==> config.mk <==
export PLATFORM = sky130hd
export DESIGN_NAME = sr04_tick_gen_cascade
export DESIGN_NICKNAME = d
export VERILOG_FILES = /design/src/rtl/sr04_tick_gen_cascade.sv
export SDC_FILE = /design/constraint.sdc
export NUM_CORES = 1
export LEC_CHECK = 0
export ABC_AREA = 1
export ABC_CLOCK_PERIOD_IN_PS = 4400
export CAP_MARGIN = 0
export CORE_MARGIN = 4
export CORE_UTILIZATION = 60
export DETAILED_ROUTE_END_ITERATION = 10
export GPL_ROUTABILITY_DRIVEN = 0
export PLACE_DENSITY = 0.83
export REMOVE_ABC_BUFFERS = 1
export SLEW_MARGIN = 10
export SYNTH_ARGS = -nofsm -noshare
export SYNTH_HDL_FRONTEND = slang
export SYNTH_SLANG_ARGS = --single-unit
export TNS_END_PERCENT = 30
==> constraint.sdc <==
create_clock -name clk -period 4.4 [get_ports clk]
set_clock_uncertainty 0.15 [all_clocks]
set_input_delay 1.32 -clock clk [delete_from_list [all_inputs] [get_ports clk]]
set_output_delay 1.32 -clock clk [all_outputs]
set_load 0.01 [all_outputs]
==> src/rtl/sr04_tick_gen_cascade.sv <==
// rtl/sr04_tick_gen_cascade.sv - cascaded base / stage-1 / stage-2 tick generator
// Base divisor is runtime-programmable; stages ripple off the wrap of the stage below.
module sr04_tick_gen_cascade #(
  parameter int CLK_DIV = 100,
  parameter int S1_DIV  = 1000,
  parameter int S2_DIV  = 1000,
  parameter int DIV_W   = 16
) (
  input  logic             clk,
  input  logic             rst,
  input  logic             i_en,
  input  logic             i_clear,
  input  logic             i_div_wr,
  input  logic [DIV_W-1:0] i_div_val,
  output logic             o_tick_base,
  output logic             o_tick_s1,
  output logic             o_tick_s2,
  output logic [DIV_W-1:0] o_div,
  output logic             o_div_err
);

  localparam int S1_W = (S1_DIV > 1) ? $clog2(S1_DIV) : 1;
  localparam int S2_W = (S2_DIV > 1) ? $clog2(S2_DIV) : 1;
  localparam logic [S1_W-1:0] S1_LAST = S1_W'(S1_DIV - 1);
  localparam logic [S2_W-1:0] S2_LAST = S2_W'(S2_DIV - 1);

  logic [DIV_W-1:0] div_reg;
  logic [DIV_W-1:0] base_cnt;
  logic [S1_W-1:0]  s1_cnt;
  logic [S2_W-1:0]  s2_cnt;

  logic div_val_ok;
  logic div_load;
  logic base_wrap;
  logic s1_wrap;
  logic s2_wrap;

  // A divisor load restarts the base phase, so it suppresses the wrap in that cycle.
  always_comb begin
    div_val_ok = (i_div_val >= DIV_W'(2));
    div_load   = i_div_wr && div_val_ok;
    base_wrap  = i_en && !i_clear && !div_load && (base_cnt == div_reg - DIV_W'(1));
    s1_wrap    = base_wrap && (s1_cnt == S1_LAST);
    s2_wrap    = s1_wrap && (s2_cnt == S2_LAST);
  end

  always_ff @(posedge clk or posedge rst) begin
    if (rst) begin
      div_reg     <= DIV_W'(CLK_DIV);
      base_cnt    <= '0;
      s1_cnt      <= '0;
      s2_cnt      <= '0;
      o_tick_base <= 1'b0;
      o_tick_s1   <= 1'b0;
      o_tick_s2   <= 1'b0;
      o_div_err   <= 1'b0;
    end else begin
      o_tick_base <= base_wrap;
      o_tick_s1   <= s1_wrap;
      o_tick_s2   <= s2_wrap;
      o_div_err   <= i_div_wr && !div_val_ok;
      if (div_load) begin
        div_reg <= i_div_val;
      end
      if (i_clear) begin
        base_cnt <= '0;
        s1_cnt   <= '0;
        s2_cnt   <= '0;
      end else if (div_load) begin
        base_cnt <= '0;
      end else if (i_en) begin
        base_cnt <= base_wrap ? '0 : base_cnt + DIV_W'(1);
        if (base_wrap) begin
          s1_cnt <= s1_wrap ? '0 : s1_cnt + S1_W'(1);
        end
        if (s1_wrap) begin
          s2_cnt <= s2_wrap ? '0 : s2_cnt + S2_W'(1);
        end
      end
    end
  end

  assign o_div = div_reg;

endmodule
* Word-level counts from Yosys, hierarchy flattened
Index checks and enable logic that the tools add are counted.
Cells by class: mux-type cells 14, magnitude comparators 1, reductions and logical operators 16, eq/ne operators 4, add/sub/neg operators 4
Operator list (number):
- 10-bit 2-to-1 mux | 10
- 16-bit 2-to-1 mux | 4
- 10-bit by 1-bit adder with 10-bit output (second input constant) | 2
- 10-bit equality test (second input constant) | 2
- 16-bit by 1-bit adder with 16-bit output (second input constant) | 1
- 16-bit equality test | 1
- 16-bit by 2-bit greater-or-equal comparator with 1-bit output (second input constant) | 1
- 16-bit by 1-bit subtractor with 16-bit output (second input constant) | 1
- 1-bit logical AND | 7
- 3-bit AND reduction | 2
- 2-bit nonzero test | 3
- 1-bit zero test | 3
- 3-bit nonzero test | 1
- 2-bit != test (second input constant) | 1
Storage, ports and cells: input port bits 21, register bits 56, output and inout port bits 20

* Logic depth before layout (Yosys ltp)
depth after elaboration 12, gate-level depth with buffers 15, gate-level depth less buffers 14

* Worst setup path before layout
Ideal clock, no wire load.
path type input -> register, start point input i_clear, end point register s2_cnt[0], required time 4.130 ns, arrival 2.595 ns, cell stages on the path 14, slack 1.535 ns, cells stage by stage buf_2 clkinv_2 nand2_1 nor2_1 nand4_1 nor2_1 nand2_1 nor2_2 nand2_1 nor2_2 nand3_2 buf_6 nand3_2 nand2_1
Between the ends: longest elaborated chain between the ends 11
RTL lines:
- start, declared | RTL line 12 | input logic i_clear,
- 1-bit zero test | RTL line 42 | base_wrap = i_en && !i_clear && !div_load && (base_cnt == div_reg - DIV_W'(1));
- 1-bit logical AND (3 in a row) | RTL line 42
- 1-bit logical AND | RTL line 43 | s1_wrap = base_wrap && (s1_cnt == S1_LAST);
- 1-bit logical AND | RTL line 44 | s2_wrap = s1_wrap && (s2_cnt == S2_LAST);
- 10-bit 2-to-1 mux | RTL line 77 | s2_cnt <= s2_wrap ? '0 : s2_cnt + S2_W'(1);
- 10-bit 2-to-1 mux | RTL line 76 | if (s1_wrap) begin
- 10-bit 2-to-1 mux | RTL line 71 | end else if (i_en) begin
- 10-bit 2-to-1 mux | RTL line 69 | end else if (div_load) begin
- 10-bit 2-to-1 mux | RTL line 65 | if (i_clear) begin
- end signal, assigned | RTL line 77
- end, declared | RTL line 30 | logic [S2_W-1:0] s2_cnt;
Several ways; a longest one is shown, not always the timed one. The select of a mux whose other input is x is not followed. A chain may end at the register's enable or synchronous reset.

* Final worst setup path
start point input i_clear, end point register base_cnt[0]
Between the ends: longest elaborated chain between the ends 8
RTL lines:
- 1-bit zero test | RTL line 42
- 1-bit logical AND (3 in a row) | RTL line 42
- 16-bit 2-to-1 mux | RTL line 72 | base_cnt <= base_wrap ? '0 : base_cnt + DIV_W'(1);
- 16-bit 2-to-1 mux | RTL line 71
- 16-bit 2-to-1 mux | RTL line 69
- 16-bit 2-to-1 mux | RTL line 65
- end signal, assigned | RTL line 72
- end, declared | RTL line 28 | logic [DIV_W-1:0] base_cnt;
Several ways; a longest one is shown, not always the timed one. The select of a mux whose other input is x is not followed.

==> impl_summary.log <==
[metrics] P_leak: roughly 0.0022 uW
[metrics] number of buffers and inverters on the critical path: 2
[metrics] Final Hold Vio Count: 0
[metrics] Max stage delay cell, worst path: sky130_fd_sc_hd__clkdlybuf4s50_1
[metrics] post-route antenna net violation count: 0
[metrics] chip width: 88.6 um
[metrics] routed len/inst: 14.1 um
[metrics] Placeable Area: roughly 0.0063 mm2
[metrics] category of the worst setup path capture point: flop
[metrics] slew of the pin with the lowest slew margin: 497 ps
[metrics] cell taking the most area after synthesis: sky130_fd_sc_hd__dfrtp_1
[metrics] Yosys top cell area share: roughly 34%
[metrics] Residual DRC: 0
[metrics] fraction of final layout cells with drive strength greater than 1: between 10 and 15%
[metrics] count of antenna diodes in the layout: 0
[metrics] Total Routing Usage GR: 25.6%
[metrics] count of filler cells inserted in the layout: roughly 500
[metrics] total number of nets in the final design: 595
[metrics] syn_area_per_cell: between 7 and 8 um2
[metrics] IO Port Bufs: 40
[metrics] Worst EP required: 4460 ps
[metrics] worst endpoint data arrival time: between 3000 and 4000 ps
[metrics] initial core utilization: between 60% and 70%
[metrics] instance count of the mapped netlist: between 500 and 600
[metrics] endpoint of the worst register-to-register path: base_cnt[0]
[metrics] vias in the first global route: 3507
[metrics] vias per inst: 5.66
[metrics] peak clock frequency supported by timing: 0.288 GHz
[metrics] clock slew at the register clock pins of the worst setup and hold paths: 110 ps
[metrics] number of cells upsized or downsized after cts: 0
[metrics] final max-slew violation count: 0
[metrics] routed wire length: between 9 and 10 mm
[metrics] remaining global-route overflow: 0
[metrics] # hold bufs at CTS: 0
[metrics] maximum vdd drop: between 0.00015 and 0.0002 V
[metrics] antenna violations before repair: 0
[metrics] flop2flop setup slack: between 1500 and 2000 ps
[metrics] synthesis-stage register bit count: 56
[metrics] register area share after synthesis: between 30 and 40%
[metrics] CTS tree: yes
[metrics] initial detailed-routing violation count: 240
[metrics] pin count of the biggest net entering global routing: between 40 and 50
[metrics] clock sinks: between 50 and 60
[metrics] CTS Root Cell: sky130_fd_sc_hd__clkbuf_8
[metrics] kind of cell with the highest combined delay on the critical path: simple AND/OR/NAND/NOR gates
[metrics] worst hold margin: 402 ps
[metrics] worst-path maximum fanout: 21
[metrics] setup total negative slack: 0 ps
[metrics] unrepaired setup endpoints after global routing: no
[metrics] H-tree level count: 2
[metrics] half-perimeter wire length after placement: about 6.8 mm
[metrics] clock buffer count from CTS: 5
[metrics] most common cell after layout, fill and taps aside: sky130_fd_sc_hd__nand2_1
[metrics] destination of the critical timing path: base_cnt[0]
[metrics] number of library cell types mapped by synthesis: 37
[metrics] Crit path depth: 13
[metrics] wire length of the first global-routing pass: about 16 mm
[metrics] launch point of the critical path: i_clear
[metrics] Rel. slew slack: between 60% and 70%
[metrics] Final Cycle Share: roughly four fifths
[metrics] # IOs: between 40 and 50
[metrics] result of the run: complete, no violations
[metrics] buffers inserted during post-CTS setup optimization: 0
[metrics] Yosys warning count: 0
[metrics] Hold/Removal Path Class: reg2reg
[metrics] largest cells by area after synthesis: sky130_fd_sc_hd__dfrtp_1, sky130_fd_sc_hd__nand2_1, sky130_fd_sc_hd__inv_1
[metrics] Chip Height: slightly below 90 um
[metrics] post-layout min period: between 3000 and 4000 ps
[metrics] kind of launch point of the worst setup path: input port
[metrics] endpoints failing setup: 0
[metrics] post-synthesis instance area: between 0.003 and 0.004 mm2
[metrics] Cell Pwr Density: 239 mW/mm2
[metrics] cells traversed along the worst timing path: clkdlybuf4s50_1, clkinv_2, nand2_1, nor2_1, nand4_1, nor2_1, nand2_1, nor2_2, nand2_1, nor2_2, nand2_2, nand2_1, o21ai_0
[metrics] reg-to-reg critical path startpoint: o_div[0]
[metrics] most used cells in the layout excluding fill and tap cells: sky130_fd_sc_hd__nand2_1, sky130_fd_sc_hd__inv_1, sky130_fd_sc_hd__dfrtp_1
[metrics] count of max-cap constraint violations: 0
[metrics] Bufs on Longest Clock Path: 2
[metrics] CP max stage delay: 610 ps
[metrics] Detailed Routing Iterations Pass 1: 5
[metrics] Synth-to-Final Area Change: 13.8%
[metrics] Crit Path Category: in2reg
[metrics] most frequent cell on the critical path: sky130_fd_sc_hd__nand2_1
[metrics] depth of the most critical reg-to-reg path: 13
[metrics] std cell rows: 29
[metrics] via count: about 3700
[metrics] total die area: a little under 0.008 mm2
[metrics] clock latency reported for the late side of the worst-skew pair: roughly 320 ps
## through the flow
| stage | area, um2 | worst slack [ps] | total power (uW) | util, % | std cells |
|---|---|---|---|---|---|
| 3_3_place_gp | 4340 | 748 | 757 | 68.7 | 640 |
| 2_1_floorplan | 3790 | 1060 | 680 | - | 516 |
| 4_1_cts | 4430 | 958 | 1070 | 70.2 | 648 |
| 5_1_grt | 4430 | 688 | 1110 | 70.2 | 648 |
| 6_report | 4430 | 931 | 1060 | 70.2 | 648 |
| 3_5_place_dp | 4340 | 677 | 761 | 68.7 | 640 |
## worst register-to-register path, cell delays in order (launching register included)
cell,delay (ps)
sky130_fd_sc_hd__dfrtp_1,420
sky130_fd_sc_hd__inv_2,120
sky130_fd_sc_hd__ha_1,280
sky130_fd_sc_hd__nand3_4,150
sky130_fd_sc_hd__inv_2,80
sky130_fd_sc_hd__nand2_1,90
sky130_fd_sc_hd__nand2_1,90
sky130_fd_sc_hd__nand4_1,130
sky130_fd_sc_hd__nor2_2,160
sky130_fd_sc_hd__nand2_1,80
sky130_fd_sc_hd__nor2_2,130
sky130_fd_sc_hd__nand2_2,270
sky130_fd_sc_hd__nand2_1,220
sky130_fd_sc_hd__o21ai_0,110
## per-layer routing
metal / share of wire (%) / global-route usage [%] / vias up
li1: - / - / 1793
met1: 44 / 34.2 / 1755
met2: 49 / 41.9 / 106
met3: 5.8 / 5.40 / 11
met4: 1.4 / 7.69 / 0
met5: 0 / 0 / -
## area by class of cell
class	instances	area (um2)	share of cell area, %
Timing Repair Buffer	47	453	10.2
Clock inverter	3	27.5	0.621
Inverter	76	287	6.46
Multi-Input combinational cell	384	2100	47.3
Sequential cell	56	1410	31.7
Clock buffer	5	68.8	1.55
Tap cell	77	96.3	2.17
## synthesized netlist by cell type
cell / number
sky130_fd_sc_hd__o21ai_0: 24
sky130_fd_sc_hd__or2_2: 1
sky130_fd_sc_hd__dfstp_2: 3
sky130_fd_sc_hd__nor2_2: 6
sky130_fd_sc_hd__ha_1: 4
sky130_fd_sc_hd__nand4_1: 39
sky130_fd_sc_hd__buf_4: 1
sky130_fd_sc_hd__xnor2_1: 12
sky130_fd_sc_hd__and2_1: 2
sky130_fd_sc_hd__nand3_1: 32
sky130_fd_sc_hd__inv_1: 70
sky130_fd_sc_hd__nor2_1: 42
sky130_fd_sc_hd__nand2_4: 1
sky130_fd_sc_hd__dfrtp_1: 53
sky130_fd_sc_hd__clkinv_2: 1
sky130_fd_sc_hd__nor3_1: 8
sky130_fd_sc_hd__nor4_1: 4
sky130_fd_sc_hd__nand2_2: 7
sky130_fd_sc_hd__buf_1: 1
sky130_fd_sc_hd__nor2_8: 1
sky130_fd_sc_hd__a21oi_1: 8
sky130_fd_sc_hd__xor2_1: 21
sky130_fd_sc_hd__buf_6: 2
sky130_fd_sc_hd__nand3_4: 1
sky130_fd_sc_hd__o21ai_2: 1
sky130_fd_sc_hd__clkbuf_2: 1
sky130_fd_sc_hd__nand3b_1: 4
sky130_fd_sc_hd__nand3_2: 13
sky130_fd_sc_hd__nand4_2: 1
sky130_fd_sc_hd__buf_2: 9
sky130_fd_sc_hd__nand2_1: 142
sky130_fd_sc_hd__clkbuf_1: 6
sky130_fd_sc_hd__inv_2: 5
sky130_fd_sc_hd__nor2_4: 5
sky130_fd_sc_hd__and3_1: 3
sky130_fd_sc_hd__xnor3_1: 1
sky130_fd_sc_hd__nor3_2: 1
## logic make-up after synthesis
| kind of cell | after synthesis | synth area share [%] |
|---|---|---|
| fa+ha+maj | 4 | 1.28 |
| xor+xnor | 34 | 8.00 |
| simple gates | 313 | 40.2 |
| flops | 56 | 36.1 |
| compound gates | 33 | 4.34 |
| buf+inv | 96 | 10.1 |
## registers in the layout, summed over array words and instances, names as in the netlist
name         count
s2_cnt          10
o_div_err        1
s1_cnt          10
base_cnt        16
o_tick_s2        1
o_tick_base      1
o_tick_s1        1
o_div           16
## worst min-delay path by stage
stage	from	end	slack (ps)	cells past startpoint
2_1_floorplan	base_cnt[3]	base_cnt[3]	340	2
4_1_cts	o_div[6]	o_div[6]	410	2
5_1_grt	o_div[5]	o_div[5]	430	2
6_report	s1_cnt[8]	s1_cnt[8]	400	2
3_3_place_gp	s1_cnt[8]	s1_cnt[8]	380	2
3_5_place_dp	s1_cnt[8]	s1_cnt[8]	380	2
## where the power goes
group,switching [uW],internal [uW]
clock network,189,117
registers,24.2,530
logic,115,84.3
total,328,732
No activity file was read; power rests on OpenSTA's default activity.
